### src/rtl/fetch_queue_if.sv
// Fetch-stage bus bundle: the instruction-memory read port and the
// decode-side output handshake of fetch_queue.
//
// Handshake rules (decode side): a word moves when out_valid & out_ready
// are both 1 at a rising clk edge. Once out_valid rises it stays 1, and
// out_instr/out_pc stay constant, until that word is taken or flushed by a
// redirect or reset. out_ready may change in any cycle and may depend on
// out_valid. The imem side has no handshake: imem_rdata is taken exactly one
// cycle after a cycle with imem_rd=1.
//
// Signals (directions as seen by the fetch stage, modport master):
//   imem_addr  out PC_W     read word address
//   imem_rd    out 1        read strobe
//   imem_rdata in  INSTR_W  read data, one cycle after imem_rd
//   out_valid  out 1        head of queue valid
//   out_instr  out INSTR_W  head instruction
//   out_pc     out PC_W     PC of head instruction
//   out_ready  in  1        decode accepts head
interface fetch_queue_if #(
   parameter int PC_W    = 19,
   parameter int INSTR_W = 32
);
   logic [PC_W-1:0]    imem_addr;
   logic               imem_rd;
   logic [INSTR_W-1:0] imem_rdata;
   logic               out_valid;
   logic [INSTR_W-1:0] out_instr;
   logic [PC_W-1:0]    out_pc;
   logic               out_ready;

   modport master (
      output imem_addr, imem_rd, out_valid, out_instr, out_pc,
      input  imem_rdata, out_ready
   );

   modport slave (
      input  imem_addr, imem_rd, out_valid, out_instr, out_pc,
      output imem_rdata, out_ready
   );
endinterface

### src/rtl/fetch_queue.sv
// Fetch stage: owns the fetch PC, issues one-cycle-latency reads to the
// instruction memory and buffers returned words with their PCs in a
// DEPTH-entry FIFO presented to decode over a valid/ready handshake.
// A redirect loads a new PC and discards queued and in-flight words.
//
// Ports:
//   clk             clock, all state updates on rising edge
//   rstn            synchronous reset, active low
//   fetch_en        allows new reads to be issued; queue drains regardless
//   redirect_valid  load redirect_pc, flush queue and in-flight read
//   redirect_pc     new fetch PC
//   pc              current fetch PC (equals imem_addr)
//   bus             imem read port and decode handshake (fetch_queue_if)
//
// DEPTH must be a power of two and at least 2.
module fetch_queue #(
   parameter int              PC_W     = 19,
   parameter int              INSTR_W  = 32,
   parameter int              DEPTH    = 2,
   parameter logic [PC_W-1:0] RESET_PC = '0
) (
   input  logic            clk,
   input  logic            rstn,
   input  logic            fetch_en,
   input  logic            redirect_valid,
   input  logic [PC_W-1:0] redirect_pc,
   output logic [PC_W-1:0] pc,
   fetch_queue_if.master   bus
);

   localparam int AW = (DEPTH > 1) ? $clog2(DEPTH) : 1;
   localparam int NW = AW + 1;   // occupancy counter, holds 0..DEPTH
   localparam int CW = AW + 2;   // credit sum, holds 0..DEPTH+1

   // fetch PC and the single outstanding read
   logic [PC_W-1:0]    pc_q;
   logic               inflight_q;
   logic [PC_W-1:0]    inflight_pc_q;

   // FIFO storage
   logic [INSTR_W-1:0] instr_mem [DEPTH];
   logic [PC_W-1:0]    pc_mem    [DEPTH];
   logic [AW-1:0]      rd_ptr;
   logic [AW-1:0]      wr_ptr;
   logic [NW-1:0]      count;

   // last presented head, shown again while the queue is empty
   logic [INSTR_W-1:0] hold_instr_q;
   logic [PC_W-1:0]    hold_pc_q;

   logic               head_valid;
   logic               pop;
   logic               push;
   logic               issue;
   logic [CW-1:0]      credit_used;

   always_comb begin
      head_valid  = (count != '0);
      pop         = head_valid & bus.out_ready;
      // Every issued read reserves a slot, so the word that returns next
      // cycle always finds room. A pop this cycle frees a slot early.
      credit_used = {1'b0, count} + CW'(inflight_q) - CW'(pop);
      issue       = rstn & fetch_en & ~redirect_valid & (credit_used < CW'(DEPTH));
      // A word returning in a redirect cycle belongs to the old stream.
      push        = inflight_q & ~redirect_valid;
   end

   assign bus.imem_rd   = issue;
   assign bus.imem_addr = pc_q;
   assign pc            = pc_q;
   assign bus.out_valid = head_valid;
   assign bus.out_instr = head_valid ? instr_mem[rd_ptr] : hold_instr_q;
   assign bus.out_pc    = head_valid ? pc_mem[rd_ptr]    : hold_pc_q;

   always_ff @(posedge clk) begin
      if (!rstn) begin
         pc_q          <= RESET_PC;
         inflight_q    <= 1'b0;
         inflight_pc_q <= '0;
         rd_ptr        <= '0;
         wr_ptr        <= '0;
         count         <= '0;
         hold_instr_q  <= '0;
         hold_pc_q     <= '0;
      end else begin
         hold_instr_q <= bus.out_instr;
         hold_pc_q    <= bus.out_pc;
         // issue is already 0 in a redirect cycle, which also kills the tag
         inflight_q   <= issue;
         if (issue) begin
            inflight_pc_q <= pc_q;
         end

         if (redirect_valid) begin
            pc_q   <= redirect_pc;
            rd_ptr <= '0;
            wr_ptr <= '0;
            count  <= '0;
         end else begin
            if (issue) begin
               pc_q <= pc_q + PC_W'(1);
            end
            if (push) begin
               instr_mem[wr_ptr] <= bus.imem_rdata;
               pc_mem[wr_ptr]    <= inflight_pc_q;
               wr_ptr            <= wr_ptr + AW'(1);
            end
            if (pop) begin
               rd_ptr <= rd_ptr + AW'(1);
            end
            count <= count + NW'(push) - NW'(pop);
         end
      end
   end

endmodule

### src/flat_wrapper.sv
// flat-port wrapper written by rule: the top's interface ports become plain ports
module fetch_queue_flat 
#(
   parameter int              PC_W     = 19,
   parameter int              INSTR_W  = 32,
   parameter int              DEPTH    = 2,
   parameter logic [PC_W-1:0] RESET_PC = '0
)
  (clk, rstn, fetch_en, redirect_valid, redirect_pc, pc, bus_imem_addr, bus_imem_rd, bus_out_valid, bus_out_instr, bus_out_pc, bus_imem_rdata, bus_out_ready);
  fetch_queue_if #(.PC_W(PC_W), .INSTR_W(INSTR_W)) bus_i ();
  input  logic clk;
  input  logic rstn;
  input  logic fetch_en;
  input  logic redirect_valid;
  input  logic [PC_W-1:0] redirect_pc;
  output logic [PC_W-1:0] pc;
  output wire logic [$bits(bus_i.imem_addr)-1:0] bus_imem_addr;
  output wire logic [$bits(bus_i.imem_rd)-1:0] bus_imem_rd;
  output wire logic [$bits(bus_i.out_valid)-1:0] bus_out_valid;
  output wire logic [$bits(bus_i.out_instr)-1:0] bus_out_instr;
  output wire logic [$bits(bus_i.out_pc)-1:0] bus_out_pc;
  input wire logic [$bits(bus_i.imem_rdata)-1:0] bus_imem_rdata;
  input wire logic [$bits(bus_i.out_ready)-1:0] bus_out_ready;
  assign bus_imem_addr = bus_i.imem_addr;
  assign bus_imem_rd = bus_i.imem_rd;
  assign bus_out_valid = bus_i.out_valid;
  assign bus_out_instr = bus_i.out_instr;
  assign bus_out_pc = bus_i.out_pc;
  assign bus_i.imem_rdata = bus_imem_rdata;
  assign bus_i.out_ready = bus_out_ready;
  fetch_queue #(.PC_W(PC_W), .INSTR_W(INSTR_W), .DEPTH(DEPTH), .RESET_PC(RESET_PC)) u_core (.clk(clk), .rstn(rstn), .fetch_en(fetch_en), .redirect_valid(redirect_valid), .redirect_pc(redirect_pc), .pc(pc), .bus(bus_i));
endmodule
### config.mk
export PLATFORM = sky130hd
export DESIGN_NAME = fetch_queue_flat
export DESIGN_NICKNAME = d
export VERILOG_FILES = /design/src/rtl/fetch_queue_if.sv /design/src/rtl/fetch_queue.sv /design/src/flat_wrapper.sv
export SDC_FILE = /design/constraint.sdc
export NUM_CORES = 1
export LEC_CHECK = 0
export ABC_AREA = 1
export CAP_MARGIN = 20
export CORE_ASPECT_RATIO = 1.1
export CORE_MARGIN = 1.5
export CORE_UTILIZATION = 45
export CTS_CLUSTER_DIAMETER = 120
export DETAILED_ROUTE_END_ITERATION = 12
export PLACE_DENSITY = 0.71
export SLEW_MARGIN = 5
export SYNTH_ARGS = -nofsm -noshare
export SYNTH_HDL_FRONTEND = slang
export SYNTH_SLANG_ARGS = --single-unit
### constraint.sdc
create_clock -name clk -period 6.6 [get_ports clk]
set_clock_uncertainty 0.15 [all_clocks]
set_input_delay 1.32 -clock clk [delete_from_list [all_inputs] [get_ports clk]]
set_output_delay 1.32 -clock clk [all_outputs]
set_load 0.05 [all_outputs]
==> impl_results.md, run 1 <==
* Routed Wire Length at 16.6 mm
* Root Buffer: clkbuf_16
* Synth area leaders: edfxtp_1 39%, dfxtp_1 24%, a21oi_1 7.9%
* CTS tree: built
* Vias in the first global route at 5247
* Worst setup SP type: primary input
* Crit-path cells: clkdlybuf4s50_1 > nand2_1 > inv_1 > ha_1 > or2_2 > fa_1 > nand2_1 > a21oi_1 > nand2_4 > clkinv_2 > buf_4
* FF-to-FF Start: u_core.count[1]
* Slew margin rel. at 0.343
* Netlist cell types at 36
* Die ar. at 0.0182 mm2
* Unrepaired setup endpoints after global routing: false
* Peak supply drop at 179 uV
* Port bufs at 146
* Global-route wire length before repair at 26.4 mm
* Worst stage delay on the critical path at 0.48 ns
* Area leader, netlist: edfxtp_1
* Hold Slack at 0.304 ns
* Hold/Removal Path Class: reg -> reg
* Via density at 4.94
* Max cap viols at 0
* Post-synth top area share at 0.391
* Total grt overflow at 0
* WS Path Type: in -> out
* Yosys warns at 0
* R2R Setup Slk at 2.73 ns
* # DRC at 0
* Endpoint, Worst Hold: u_core.pc_mem[1][4]
* Initial Util at 0.460
* Slowest CP cell: fa_1
* ANT cells at 0
* Layout Nets at 965
* DR iter-0 viols at 320
* Num Clock Sinks at 197
* Fin crit share at 0.799
* Post-cts gate resize count at 0
* Sequential share of the synthesized area at 0.634
* Post-CTS setup buffers at 0
* Via count at 5691
* H-tree depth at 4
* Worst hold stages at 0
* Fmax at 190 MHz
* Wirelength per Cell at 14.4 um
* Async S/R FF share, synth at 0
* Initial antenna violation count at 0
* WP data required at 5.13 ns
* Synthesized area per cell at 9.93 um2
* Fillcell total at 1482
* Fin. Hold Viols at 0
* Die height at 141 um
* Total CTS buffers at 17
* Seq cells post-synth at 197
* R2R depth at 17
* Row count at 50
* Worst-path clk slew at 0.07 ns
* Crit. End Element: output port
* Slew Viols, Final at 0
* Final setup viols at 0
* CP Buf/Inv Count at 4
* Status: complete, no violations
* Gr usage total at 0.188
* ANT nets after route at 0
* Max FO, Critical Path at 24
* Core area at 0.0170 mm2
* Leakage at 3.83 nW
* Largest net degree at the start of global routing at 71
* Number of synthesized flops with an enable pin at 102
* Pwr Density at 269 mW/mm2
* Post-Syn Area at 0.00783 mm2
* Crit path max-delay family: buffers and inverters
* Setup TNS at 0 ns
* # IOs at 147
* Longest Clk Path Bufs at 2
* Worst slew pin tran at 0.984 ns
* Hold Path Origin: u_core.inflight_pc_q[4]
* Post-DP HPWL at 9.89 mm
* CP most frequent cell: nand2_1
* Cells after Synth at 788
* Synthesis-to-finish area growth at 26.6%
* Reg2reg end: u_core.bus.imem_addr[4]
* Synthesized Nets at 849
* Main synth FF type: edfxtp_1
* Clock latency on the worst-skew pair at 0.43 ns
* WP data arrival at 3.80 ns
* DRT Pass-1 Iters at 4
* Gpl congestion at 0.799
* Post-synth top cells: 124 x a21oi_1, 124 x nand2_1, 102 x edfxtp_1
* Tmin final at 5.27 ns
* Layout cells sized above 1 at 0.0676
* Die X at 129 um
* Hold-fix buffers at CTS at 0
[stage by stage]
stage                     utilization  instance area, um2  worst slack, ns  power, mW  std cells
final                           0.582                9910             1.33       2.66       1151
after global routing            0.582                9910             1.19       2.76       1151
after CTS                       0.582                9910             1.30       2.69       1151
after detailed placement        0.548                9330             1.32       1.69       1119
after global placement          0.548                9330             1.36       1.69       1119
after floorplan                     -                7830            0.925       1.58        788
[cell families after synthesis]
| kind of cell | count (synthesis) | share of synthesized area |
|---|---|---|
| xor gates and xnor gates | 5 | 0.00559 |
| and+or+nand+nor | 318 | 0.181 |
| adders and majority gates | 5 | 0.00895 |
| AOI/OAI and AO/OA | 158 | 0.106 |
| DFF | 197 | 0.634 |
| buffers and inverters | 105 | 0.0641 |
[worst max-delay path by stage]
stage                              start                endpoint  slack [ns]  cells after the start
after CTS                  bus_out_ready             bus_imem_rd        1.30                     11
after global routing       bus_out_ready             bus_imem_rd        1.19                     11
after detailed placement   bus_out_ready             bus_imem_rd        1.32                     11
final                      bus_out_ready             bus_imem_rd        1.33                     11
after floorplan           redirect_valid  u_core.instr_mem[0][0]        0.92                      3
after global placement     bus_out_ready             bus_imem_rd        1.36                     11
[power by group]
| group | total, mW | internal (mW) | switching (mW) | leakage [nW] |
|---|---|---|---|---|
| sequential | 1.34 | 1.31 | 0.0211 | 1.70 |
| combinational | 0.330 | 0.117 | 0.213 | 1.85 |
| clock | 0.996 | 0.565 | 0.431 | 0.271 |
[per-layer routing]
layer	track usage	vias to the layer above	routed length, um
li1	-	2845	-
met1	0.244	2649	7350
met2	0.309	170	7870
met3	0.0354	27	947
met4	0.0816	0	396
met5	0	-	0
[cell type report]
| cell class | instances | area (um2) | area share |
|---|---|---|---|
| clock buffers | 19 | 443 | 0.0447 |
| clock inverters | 13 | 130 | 0.0131 |
| well taps | 234 | 293 | 0.0296 |
| flip-flops and latches | 197 | 4970 | 0.501 |
| multi-input cells | 486 | 2380 | 0.240 |
| repair buffers | 154 | 1510 | 0.153 |
| inverters | 48 | 181 | 0.0183 |
[sequential cells by signal (all words and copies together), names as in the netlist, 2 cells and up, named ones only]
signal / count
u_core.count: 2
u_core.bus.imem_addr: 19
u_core.pc_mem: 38
u_core.instr_mem: 64
u_core.hold_pc_q: 19
u_core.inflight_pc_q: 19
u_core.hold_instr_q: 32
[placed cells by master, fill, tap and decap left out, types with 3 or more instances in the layout]
| cell | count |
|---|---|
| clkdlybuf4s50_1 | 144 |
| nand2_1 | 124 |
| a21oi_1 | 124 |
| edfxtp_1 | 102 |
| nor2_1 | 94 |
| dfxtp_1 | 94 |
| and2_1 | 51 |
| inv_1 | 43 |
| nand3_1 | 24 |
| o21ai_0 | 17 |
| clkbuf_16 | 17 |
| buf_4 | 9 |
| o21ai_1 | 6 |
| nor2_2 | 5 |
| nor3_1 | 5 |
| inv_2 | 4 |
| clkinv_2 | 4 |
| nand4_1 | 4 |
| xor2_1 | 4 |
| ha_1 | 4 |
| clkinvlp_4 | 4 |
| nor2_4 | 3 |
| or2_2 | 3 |
Note: power is estimated with default switching activity, not from simulation.
==> inputs of run 2 (changes only) <==
- PLACE_DENSITY: 0.71 -> 0.73
- clock period: 6.6 -> 4.75 ns (I/O delays scaled with it)
==> run 2 against run 1 <==
Net effect: via count up 0.53%; combinational power is 40% higher; die area did not move; first-iteration DRC count decreased by 4.1%; critical path type unchanged; largest power group unchanged.
==> impl_results.md, run 2 (synthesis results as in run 1) <==
* Worst-path clk slew at 0.07 ns
* CTS tree: built
* Synthesis-to-finish area growth at 27.5%
* Fin crit share at 0.885
* Wirelength per Cell at 14.7 um
* Commonest non-fill, non-tap cell in the layout: clkdlybuf4s50_1
* Initial Util at 0.460
* Fin. Hold Viols at 0
* Regs by FF count: u_core.instr_mem x64, u_core.pc_mem x38, u_core.hold_instr_q x32
* Worst setup SP type: primary input
* Slew Viols, Final at 0
* Largest register FFs at 64
* R2R Setup Slk at 1.65 ns
* Commonest cells after routing, fill and taps aside: 144 x clkdlybuf4s50_1, 124 x nand2_1, 124 x a21oi_1, 102 x edfxtp_1
* Status: complete, no violations
* WS Path Type: in -> out
* Final Worst Setup Slack at 0.546 ns
* Biggest register: u_core.instr_mem
* Leakage at 3.86 nW
* Layout Nets at 967
* Placed cell areas at 0.00938 mm2
* ANT nets after route at 0
* Max FO, Critical Path at 3
* Setup TNS at 0 ns
* Gr usage total at 0.194
* H-tree depth at 4
* Post-CTS setup buffers at 0
* Via density at 4.96
* Fin cells at 1153
* Hold Slack at 0.301 ns
* ANT cells at 0
* Hold-fix buffers at CTS at 0
* Unrepaired setup endpoints after global routing: false
* Worst slew pin tran at 0.766 ns
* Final Power at 3.76 mW
* Root Buffer: clkbuf_16
* FF-to-FF Start: u_core.count[1]
* Initial antenna violation count at 0
* Num Clock Sinks at 197
* Total grt overflow at 0
* Routed Wire Length at 16.9 mm
* Total CTS buffers at 17
* Die height at 141 um
* Post-Layout Inst Area at 0.00998 mm2
* Worst Setup SP: bus_out_ready
* Tmin final at 4.20 ns
* Vias in the first global route at 5432
* Global-route wire length before repair at 27.2 mm
* # IOs at 147
* Core area at 0.0170 mm2
* Slew margin rel. at 0.488
* Longest Clk Path Bufs at 2
* Max cap viols at 0
* DR iter-0 viols at 307
* Finished Core Util at 0.586
* Die X at 129 um
* Hold Path Origin: u_core.inflight_pc_q[16]
* Row count at 50
* Post-cts gate resize count at 0
* Fmax at 238 MHz
* Gpl congestion at 0.803
* Largest net degree at the start of global routing at 71
* # DRC at 0
* WP data required at 3.65 ns
* Worst slack, placed at 0.534 ns
* Port bufs at 146
* Peak supply drop at 258 uV
* Dpl cells at 1121
* Via count at 5721
* Layout cells sized above 1 at 0.0696
* Final setup viols at 0
* Crit. End Element: output port
* Hold/Removal Path Class: reg -> reg
* Pwr Density at 377 mW/mm2
* Post-DP HPWL at 10.1 mm
* Die ar. at 0.0182 mm2
* DRT Pass-1 Iters at 4
* Clock latency on the worst-skew pair at 0.42 ns
* WP data arrival at 3.10 ns
## run 2: cell count changes in the layout (fill, tap and decap cells not counted)
cell,before,now
clkinv_2,4,3
nor3_4,0,1
clkinv_1,2,1
clkinv_4,0,3
clkinvlp_4,4,2
buf_12,0,2
inv_6,2,1
bufinv_16,2,3
clkbuf_1,1,2
nor3_2,1,0
## run 2: layout make-up
class,instances,area (um2)
clock buffer,20,447
clock inverter,12,154
fill,1488,7040
inverter,48,181
multi-input combinational,486,2380
sequential,197,4970
tap,234,293
timing repair buffer,156,1550
## run 2: worst max-delay path: stages
cell             delay [ns]
clkdlybuf4s50_1        0.40
nand2_1                0.10
inv_1                  0.06
ha_1                   0.27
or2_2                  0.30
fa_1                   0.48
nand2_1                0.05
a21oi_1                0.21
nand2_4                0.08
clkinv_2               0.07
buf_12                 0.13
## run 2: report_power, final
group	leakage (nW)	total (mW)	switching [mW]	internal, mW
Clock	0.288	1.45	0.604	0.843
Combinational	1.87	0.461	0.297	0.165
Sequential	1.70	1.86	0.0297	1.83
Total	3.86	3.76	0.930	2.83
## run 2: path summary, 6_finish.rpt
path | end | cells after the start
max | bus_imem_rd | 11
min | u_core.pc_mem[0][16] | 0
max reg2reg | u_core.bus.imem_addr[10] | 15
min reg2reg | u_core.pc_mem[0][16] | 0
## run 2: layer usage
layer  global-route usage  part of all wire
met2                0.319              0.49
met1                0.249              0.44
met4               0.0810             0.020
met3               0.0388             0.055
met5                    0                 0
